===== config.mk =====
export PLATFORM = sky130hd
export DESIGN_NAME = axi4_s_packet_capture
export DESIGN_NICKNAME = d
export VERILOG_FILES = /design/src/rtl/axi4_capture_pkg.sv /design/src/rtl/axi4_packet_capture_ram.sv /design/src/rtl/axi4_s_packet_capture.sv
export SDC_FILE = /design/constraint.sdc
export NUM_CORES = 1
export LEC_CHECK = 0
export BUFFER_PORTS_ARGS = -buffer_cell sky130_fd_sc_hd__clkbuf_2
export CAP_MARGIN = 10
export CORE_UTILIZATION = 35
export DETAILED_ROUTE_END_ITERATION = 10
export GPL_ROUTABILITY_DRIVEN = 0
export PLACE_DENSITY = 0.52
export SLEW_MARGIN = 5
export SYNTH_ARGS = -nofsm -noshare
export SYNTH_HDL_FRONTEND = slang
export SYNTH_SLANG_ARGS = --single-unit

===== constraint.sdc =====
create_clock -name aclk -period 5.5 [get_ports aclk]
set_input_delay 1.1 -clock aclk [delete_from_list [all_inputs] [get_ports aclk]]
set_output_delay 1.1 -clock aclk [all_outputs]
set_load 0.005 [all_outputs]

===== src/rtl/axi4_capture_pkg.sv =====
// Shared types and helpers for the packet-capture FIFO.
package axi4_capture_pkg;

    typedef enum logic {
        StAccept = 1'b0,
        StDrop   = 1'b1
    } state_e;

    // One extra pointer bit distinguishes full from empty.
    function automatic int ptr_width(input int depth);
        return $clog2(depth) + 1;
    endfunction

endpackage


===== src/rtl/axi4_packet_capture_ram.sv =====
// Capture storage: one synchronous write port, one asynchronous read port.
module axi4_packet_capture_ram #(
    parameter int WIDTH = 33,
    parameter int DEPTH = 16
) (
    input  logic                     aclk,
    input  logic                     wr_en,
    input  logic [$clog2(DEPTH)-1:0] wr_addr,
    input  logic [WIDTH-1:0]         wr_data,
    input  logic [$clog2(DEPTH)-1:0] rd_addr,
    output logic [WIDTH-1:0]         rd_data
);

    logic [WIDTH-1:0] mem [DEPTH];

    always_ff @(posedge aclk) begin
        if (wr_en) begin
            mem[wr_addr] <= wr_data;
        end
    end

    assign rd_data = mem[rd_addr];

endmodule


===== src/rtl/axi4_s_packet_capture.sv =====
// Packet-granular capture FIFO: a non-backpressurable debug stream in, AXI4-Stream out.
// Packets that do not fit are dropped whole and counted.
module axi4_s_packet_capture
    import axi4_capture_pkg::*;
#(
    parameter int DATA_SIZE  = 32,
    parameter int DEPTH      = 16,
    parameter int COUNT_SIZE = 16
) (
    input  logic                  aclk,
    input  logic                  aresetn,
    input  logic [DATA_SIZE-1:0]  s_data,
    input  logic                  s_valid,
    input  logic                  s_last,
    output logic [DATA_SIZE-1:0]  m_axis_tdata,
    output logic                  m_axis_tvalid,
    output logic                  m_axis_tlast,
    input  logic                  m_axis_tready,
    input  logic                  overflow_clear,
    output logic                  overflow,
    output logic [COUNT_SIZE-1:0] drop_count
);

    localparam int PW = ptr_width(DEPTH);
    localparam int AW = PW - 1;

    logic [PW-1:0]      wr_ptr;
    logic [PW-1:0]      commit_ptr;
    logic [PW-1:0]      rd_ptr;
    state_e             state;
    logic               full;
    logic               wr_en;
    logic               drop_beat;
    logic               rd_fire;
    logic [DATA_SIZE:0] rd_entry;

    // Occupancy counts the uncommitted tail as well, so a packet never outgrows the storage.
    assign full      = (wr_ptr - rd_ptr) == PW'(DEPTH);
    assign wr_en     = (state == StAccept) && s_valid && !full;
    assign drop_beat = (state == StAccept) && s_valid && full;
    assign rd_fire   = m_axis_tvalid && m_axis_tready;

    assign m_axis_tvalid = (rd_ptr != commit_ptr);
    assign m_axis_tdata  = m_axis_tvalid ? rd_entry[DATA_SIZE-1:0] : '0;
    assign m_axis_tlast  = m_axis_tvalid & rd_entry[DATA_SIZE];

    axi4_packet_capture_ram #(
        .WIDTH (DATA_SIZE + 1),
        .DEPTH (DEPTH)
    ) u_ram (
        .aclk    (aclk),
        .wr_en   (wr_en),
        .wr_addr (wr_ptr[AW-1:0]),
        .wr_data ({s_last, s_data}),
        .rd_addr (rd_ptr[AW-1:0]),
        .rd_data (rd_entry)
    );

    always_ff @(posedge aclk or negedge aresetn) begin
        if (!aresetn) begin
            wr_ptr     <= '0;
            commit_ptr <= '0;
            rd_ptr     <= '0;
            state      <= StAccept;
            overflow   <= 1'b0;
            drop_count <= '0;
        end else begin
            if (rd_fire) begin
                rd_ptr <= rd_ptr + 1'b1;
            end

            // A fresh drop takes priority over a clear request in the same cycle.
            if (drop_beat) begin
                overflow <= 1'b1;
            end else if (overflow_clear) begin
                overflow <= 1'b0;
            end

            if (drop_beat && (drop_count != '1)) begin
                drop_count <= drop_count + 1'b1;
            end

            case (state)
                StAccept: begin
                    if (s_valid) begin
                        if (!full) begin
                            wr_ptr <= wr_ptr + 1'b1;
                            if (s_last) begin
                                commit_ptr <= wr_ptr + 1'b1;
                            end
                        end else begin
                            // Throw away the partial packet already written.
                            wr_ptr <= commit_ptr;
                            if (!s_last) begin
                                state <= StDrop;
                            end
                        end
                    end
                end
                StDrop: begin
                    if (s_valid && s_last) begin
                        state <= StAccept;
                    end
                end
                default: state <= StAccept;
            endcase
        end
    end

endmodule


# Word-level counts from Yosys, hierarchy flattened
# Memory sizes are Yosys's and may differ from the RTL's.
# Index checks and enable logic that the tools add are counted.
# op_classes
add_sub_neg,4
multipliers,0
div,0
order_cmp,0
eq_ne,3
shift,0
mux,11
bitwise,3
reduce_logical,10
# op_table
operator,count
$mux 32,1
$add 16x1->16 const B,1
$ne 16x16->1 const B,1
$add 5x1->5 const B,2
$mux 1,8
$logic_and 1x1->1,6
$eq 5x5->1 const B,1
$mux 5,1
$ne 5x5->1,1
$sub 5x5->5,1
$reduce_and 4->1,1
$not 1->1,2
$pmux 1 s2,1
$reduce_and 2->1,1
$reduce_bool 2->1,1
$and 1x1->1,1
$logic_not 1->1,1
# totals
reg_bits,33
latch_bits,0
ramBits,528
rom_bits,0
output_inout_bits,51
word_cells,38
mem_count,1
# memory_table
name,words,width,rd,rd_ports_with_merged_regs,write_ports,line_no,text
u_ram.mem,16,33,1,0,1,axi4_packet_capture_ram.sv:14,logic [WIDTH-1:0] mem [DEPTH];

# Logic depth before layout (Yosys ltp)
# logic_depth
ltp_word,6
ltp_mapped,11

# Cells and area by module
# A second synthesis with hierarchy kept.
# unflattened
hier_cells,1040
hier_area_um2,22063.7
# modules_own_cells
module,n_inst,cells_each,area_each_um2,seq_area_each_um2
axi4_packet_capture_ram,1,831,19970.4,15855.2
axi4_s_packet_capture,1,209,2093.3,825.8

# Worst setup path before layout
# OpenSTA, ideal clock, no wires.
# synth_timing
kind,register to register
from,register rd_ptr[1]
to,"memory u_ram.mem[3][0], enable pin"
arrival_time_ns,3.059
setup_slack_ns,2.047
path_stages_with_launch,11
n_path_buf,4
synth_period_minus_slack_ns,3.453
cell_sequence,dfrtp_1 > buf_2 > buf_2 > buf_1 > inv_1 > ha_1 > o211ai_1 > mux2i_2 > a21oi_1 > clkbuf_1 > and3_1
# synth_via
elab_chain_len,6
# synth_lines
element,line_no,text
from (decl),axi4_s_packet_capture.sv:29,logic [PW-1:0] rd_ptr;
from (signal assigned),axi4_s_packet_capture.sv:69,rd_ptr <= rd_ptr + 1'b1;
$sub 5x5->5,axi4_s_packet_capture.sv:38,assign full = (wr_ptr - rd_ptr) == PW'(DEPTH);
$eq 5x5->1,axi4_s_packet_capture.sv:38,
$logic_not 1->1,-,
$logic_and 1x1->1,axi4_s_packet_capture.sv:39,assign wr_en = (state == StAccept) && s_valid && !full;
$mux 1,axi4_packet_capture_ram.sv:17,if (wr_en) begin
$mux 1 (implied by the code),axi4_packet_capture_ram.sv:18,mem[wr_addr] <= wr_data;
to (decl),axi4_packet_capture_ram.sv:14,
# No other way between the ends.

# Worst setup path after layout
# layout_timing
from,register rd_ptr[2]
to,output m_axis_tdata[2]
# layout_via
elab_chain_len,2
elab_cells_between_ends,3
cone_classes,eq/ne: 1; mux: 1; memory: 1
# layout_lines
element,line_no,text
$mem_v2 16x33 or $ne 5x5->1 (tied branches),-,
$mux 32 *,axi4_s_packet_capture.sv:44,assign m_axis_tdata = m_axis_tvalid ? rd_entry[DATA_SIZE-1:0] : '0;
to (decl),axi4_s_packet_capture.sv:15,"output logic [DATA_SIZE-1:0] m_axis_tdata,"
# Every way passes the cells marked *; elsewhere a longest branch is shown, timed or not.

==> results.md <==
Outcome:
- The run finished with clean final reports.

Finish:
- The synthesis-to-finish area growth is 14.5%.
- In the final layout, the multi-input gates occupy 0.00480 mm².
- Once layout is done, the placed cells without fillers occupy 0.0249 mm².
- The antenna diode count is 0.
- The filler cell count in the final layout is 5417.
- The net count of the finished layout is 1162.
- Of the cells placed in the final design, the portion with a size suffix greater than 1 is 29.5%.
- The sequential standard cell area is 0.0167 mm².

Synthesis:
- In the synthesized netlist the dominant register cell turns out to be sky130_fd_sc_hd__edfxtp_1.
- The post-synthesis sequential element count is 561.
- The number of nets handed over by synthesis was 1057.
- For this run, the number of Yosys warnings is 0.
- The synthesized netlist contains 47 unique library cells.
- Of the synthesized area, sequential elements account for 76.9%.
- Of all flip-flops after synthesis, the portion carrying an async set or reset was 5.88%.
- In this run, synthesis inferred 528 flip-flops with an integrated enable.
- The average instance in the mapped netlist occupies 21.5 µm².
- The synthesized netlist occupies a cell area of 0.0217 mm².
- The post-synthesis instance total is 1009.

Route:
- In the routed design, unresolved DRC markers number 0.
- The first detailed-routing pass took 7 iterations.
- After detailed routing, the average wire length per cell comes to 25.9 µm.
- The total wirelength of the detailed-routed design is 50.3 mm.
- The total vias in the final route is 10400.
- The remaining number of nets flagged by the antenna check after routing is 0.
- The count of routing violations after the opening detailed-route iteration is 654.
- In the routed layout, each cell is associated on average with a via count of 5.34.

Critical path:
- The setup path with the least slack is of type flip-flop to output port.
- The critical path goes through inv_1 > nor2_4 > a22oi_1 > a21oi_1 > clkbuf_2.
- Of all nets on the critical path, the largest fanout is 33.
- The worst-path cell with the longest stage delay is sky130_fd_sc_hd__nor2_4.
- Broken down by cell family, the worst path's largest delay share belongs to simple AND/OR/NAND/NOR gates.
- STA classifies the critical path endpoint as an output port.
- For this run, the slowest stage of the critical path takes 0.95 ns.
- The required time at the worst-slack endpoint is 4.40 ns.
- The number of buffer and inverter instances along the worst setup path is 2.
- The depth of the worst register-to-register path is 6.
- Counting buffers and inverters, the worst setup path is 5 cells deep.
- The startpoint class of the critical path is a flip-flop.
- Data on the critical path arrives at its endpoint at 3.07 ns.

Floorplan:
- For this design the top-level I/O count stands at 89.
- The row count is 90.
- The floorplan step defined a die boundary enclosing 0.0630 mm².
- The die extent in x is 251 µm.
- The starting utilization of the core area is 35.7%.
- The die is 251 µm tall.
- The standard cell core area is 0.0608 mm².

Place:
- Summing all placed instances gives a cell area of 0.0231 mm².
- The half-perimeter wire length after detailed placement is 28.3 mm.
- Input and output buffers added on the ports amount to 88.

STA:
- The number of hold violations in the final report is 0.
- Between clock sinks in the finished design, the worst skew comes to 0.0234 ns.
- The number of pins with negative max-slew slack in the final report is 0.
- Setup repair after global routing left no endpoint under its margin.
- The headroom to the max-slew limit is 18.6%.
- The final setup violation count is 0.
- The actual transition at the worst max-transition pin is 1.22 ns.
- The worst path in the final design needs a cycle of 4.17 ns, including I/O delays and setup.
- The fmax is 240 MHz.
- Dividing the final minimum period by the clock period gives 75.8%.
- In the final timing run, aggregate negative setup slack is 0 ns.

Power and ir drop:
- Internal power comes to 8.93 mW.
- Summed over all nets, the switching power comes to 3.97 mW.
- For this design the ratio of total power to cell area is 519 mW/mm².
- The clock network burns 28.9% of the power.
- In this run the static leakage power is 8.07 nW.
- In this run switching power makes up 30.8% of total power.
- Registers are responsible for 41.8% of the overall power.
- The power share of the combinational group is 29.3%.
- The peak ir drop on the vdd network is 259 µV.

Clock network:
- Buffers added to address setup during post-CTS repair amount to 0.
- The cell sitting at the root of the clock tree is a sky130_fd_sc_hd__clkbuf_16.
- After clock tree synthesis, the flow added hold-fix buffers numbering 0.
- The clock sink count is 561.
- The count of instances resized after the clock tree is built is 0.
- The later pin in the worst-skew pair is clocked with a latency of 0.61 ns.
- TritonCTS built the clock tree.
- The H-tree generated during clock tree synthesis spans 2 levels.
- Clock tree synthesis inserted a total of 57 buffers.
- The maximum root-to-sink buffer count is 3.
- After clock tree synthesis, the clock-pin slew on the worst setup and hold paths is 0.06 ns.

Hold path:
- The path type of the worst min-delay path is flip-flop to flip-flop.
- Along the worst hold path, the cell count comes to 1.

Global routing:
- The via count of the first global-routing pass was 11100.
- The total overflow left after global routing is 0.
- The initial antenna violation count is 0.
- The overall global routing resource usage is 16.2%.
- Entering global routing, the biggest net connects 91 pins.
- The first global-routing pass estimated 74.8 mm of wire.

Flow run:
- Across the run, the number of max-cap violations was 0.
-- layer usage --
metal / routed length [µm] / global-route usage [%]
met1: 22100 / 22.3
met4: 1100 / 4.83
met2: 24700 / 26.5
met5: 0 / 0
met3: 2450 / 2.86
-- area by class of cell --
type	count	area share [%]
Sequential cell	561	67.1
Multi-Input combinational cell	383	19.3
Clock buffer	75	6.18
Tap cell	782	3.94
Timing Repair Buffer	99	2.25
Clock inverter	32	1.02
Inverter	12	0.181
-- path summary, 6_finish.rpt --
kind	end	startpoint	slack, ns
worst max-delay path	m_axis_tdata[2]	rd_ptr[2]	1.33
worst min-delay path	drop_count[9]	drop_count[9]	0.49
worst max register to register	u_ram.mem[6][12]	rd_ptr[3]	1.81
worst min register to register	drop_count[9]	drop_count[9]	0.49
max in group asynchronous	rd_ptr[1]	aresetn	4.19
min in group asynchronous	drop_count[0]	aresetn	0.62
-- through the flow --
stage	worst slack, ns	hold WS (ns)	instances	util, %	power, mW
6_report	1.33	0.492	1944	40.9	12.9
5_1_grt	1.14	0.523	1944	40.9	13.5
4_1_cts	1.30	0.494	1944	40.9	13.1
3_5_place_dp	1.81	0.482	1837	37.9	9.38
3_3_place_gp	1.87	0.480	1837	37.9	9.35
2_1_floorplan	2.05	0.485	1009	-	7.84
-- sequential cells by signal (all words and copies together), names as in the netlist --
name / cells
u_ram.mem: 528
drop_count: 16
commit_ptr: 5
rd_ptr: 5
wr_ptr: 5
overflow: 1
state: 1
-- worst register-to-register path, cell delays in order, from the launching register on --
cell,delay (ns)
sky130_fd_sc_hd__dfrtp_1,0.48
sky130_fd_sc_hd__inv_1,0.21
sky130_fd_sc_hd__ha_1,0.39
sky130_fd_sc_hd__o211ai_1,0.22
sky130_fd_sc_hd__mux2i_2,0.13
sky130_fd_sc_hd__a21oi_1,0.72
sky130_fd_sc_hd__and3_2,1.11
-- power groups by stage --
stage	sequential [mW]	clock, mW	combinational (mW)
6_report	5.39	3.73	3.78
5_1_grt	5.43	3.96	4.12
4_1_cts	5.40	3.83	3.90
3_5_place_dp	5.48	0	3.89
3_3_place_gp	5.47	0	3.88
2_1_floorplan	5.33	0	2.51
-- logic make-up after synthesis --
kind of cell | share of synthesized area, %
AOI/OAI and AO/OA | 3.52
xor gates and xnor gates | 1.13
adders and majority gates | 0.576
buffers and inverters | 1.28
DFF | 76.9
muxes | 14.2
and+or+nand+nor | 2.43
-- synth_stat cells, types with 2 or more instances --
cell type                     n  area share, %
sky130_fd_sc_hd__a2bb2oi_1    2          0.081
sky130_fd_sc_hd__and4bb_2     2           0.12
sky130_fd_sc_hd__mux2i_1      2          0.092
sky130_fd_sc_hd__xor2_1      16           0.65
sky130_fd_sc_hd__ha_1        10           0.58
sky130_fd_sc_hd__buf_2       18           0.42
sky130_fd_sc_hd__and3_1      15           0.43
sky130_fd_sc_hd__nand3_1     11           0.25
sky130_fd_sc_hd__nand2_1     16           0.28
sky130_fd_sc_hd__nor4_1       2          0.058
sky130_fd_sc_hd__inv_1       12           0.21
sky130_fd_sc_hd__xnor2_1     12           0.48
sky130_fd_sc_hd__mux4_2     132             14
sky130_fd_sc_hd__nor2b_1      2          0.058
sky130_fd_sc_hd__dfrtp_1     33            3.8
sky130_fd_sc_hd__and2_1       3          0.086
sky130_fd_sc_hd__clkbuf_1    32           0.55
sky130_fd_sc_hd__mux2_1       5           0.26
sky130_fd_sc_hd__a22oi_1     67            2.3
sky130_fd_sc_hd__nand4_1      6           0.17
sky130_fd_sc_hd__o211ai_1     2          0.069
sky130_fd_sc_hd__nor2_1      12           0.21
sky130_fd_sc_hd__nor3_1       7           0.16
sky130_fd_sc_hd__edfxtp_1   528             73
sky130_fd_sc_hd__o21ai_0      2          0.046
sky130_fd_sc_hd__nand2b_1     2          0.058
sky130_fd_sc_hd__or4_1        2          0.069
sky130_fd_sc_hd__a21oi_1     36           0.83
sky130_fd_sc_hd__mux2_2       2           0.10
-- placed cells by master, fill, tap and decap left out, types with 3 or more instances in the layout --
cell,count
sky130_fd_sc_hd__a21oi_1,36
sky130_fd_sc_hd__a22oi_1,67
sky130_fd_sc_hd__and2_1,3
sky130_fd_sc_hd__and3_2,15
sky130_fd_sc_hd__buf_12,3
sky130_fd_sc_hd__buf_4,8
sky130_fd_sc_hd__bufinv_16,4
sky130_fd_sc_hd__clkbuf_1,15
sky130_fd_sc_hd__clkbuf_16,58
sky130_fd_sc_hd__clkbuf_2,88
sky130_fd_sc_hd__clkinv_1,14
sky130_fd_sc_hd__clkinv_2,11
sky130_fd_sc_hd__dfrtp_1,31
sky130_fd_sc_hd__edfxtp_1,528
sky130_fd_sc_hd__ha_1,10
sky130_fd_sc_hd__inv_1,11
sky130_fd_sc_hd__mux2_1,5
sky130_fd_sc_hd__mux4_2,132
sky130_fd_sc_hd__nand2_1,16
sky130_fd_sc_hd__nand3_1,11
sky130_fd_sc_hd__nand4_1,6
sky130_fd_sc_hd__nor2_1,8
sky130_fd_sc_hd__nor2_4,4
sky130_fd_sc_hd__nor3_1,6
sky130_fd_sc_hd__xnor2_1,12
sky130_fd_sc_hd__xor2_1,16
No activity file was read; power rests on OpenSTA's default activity.
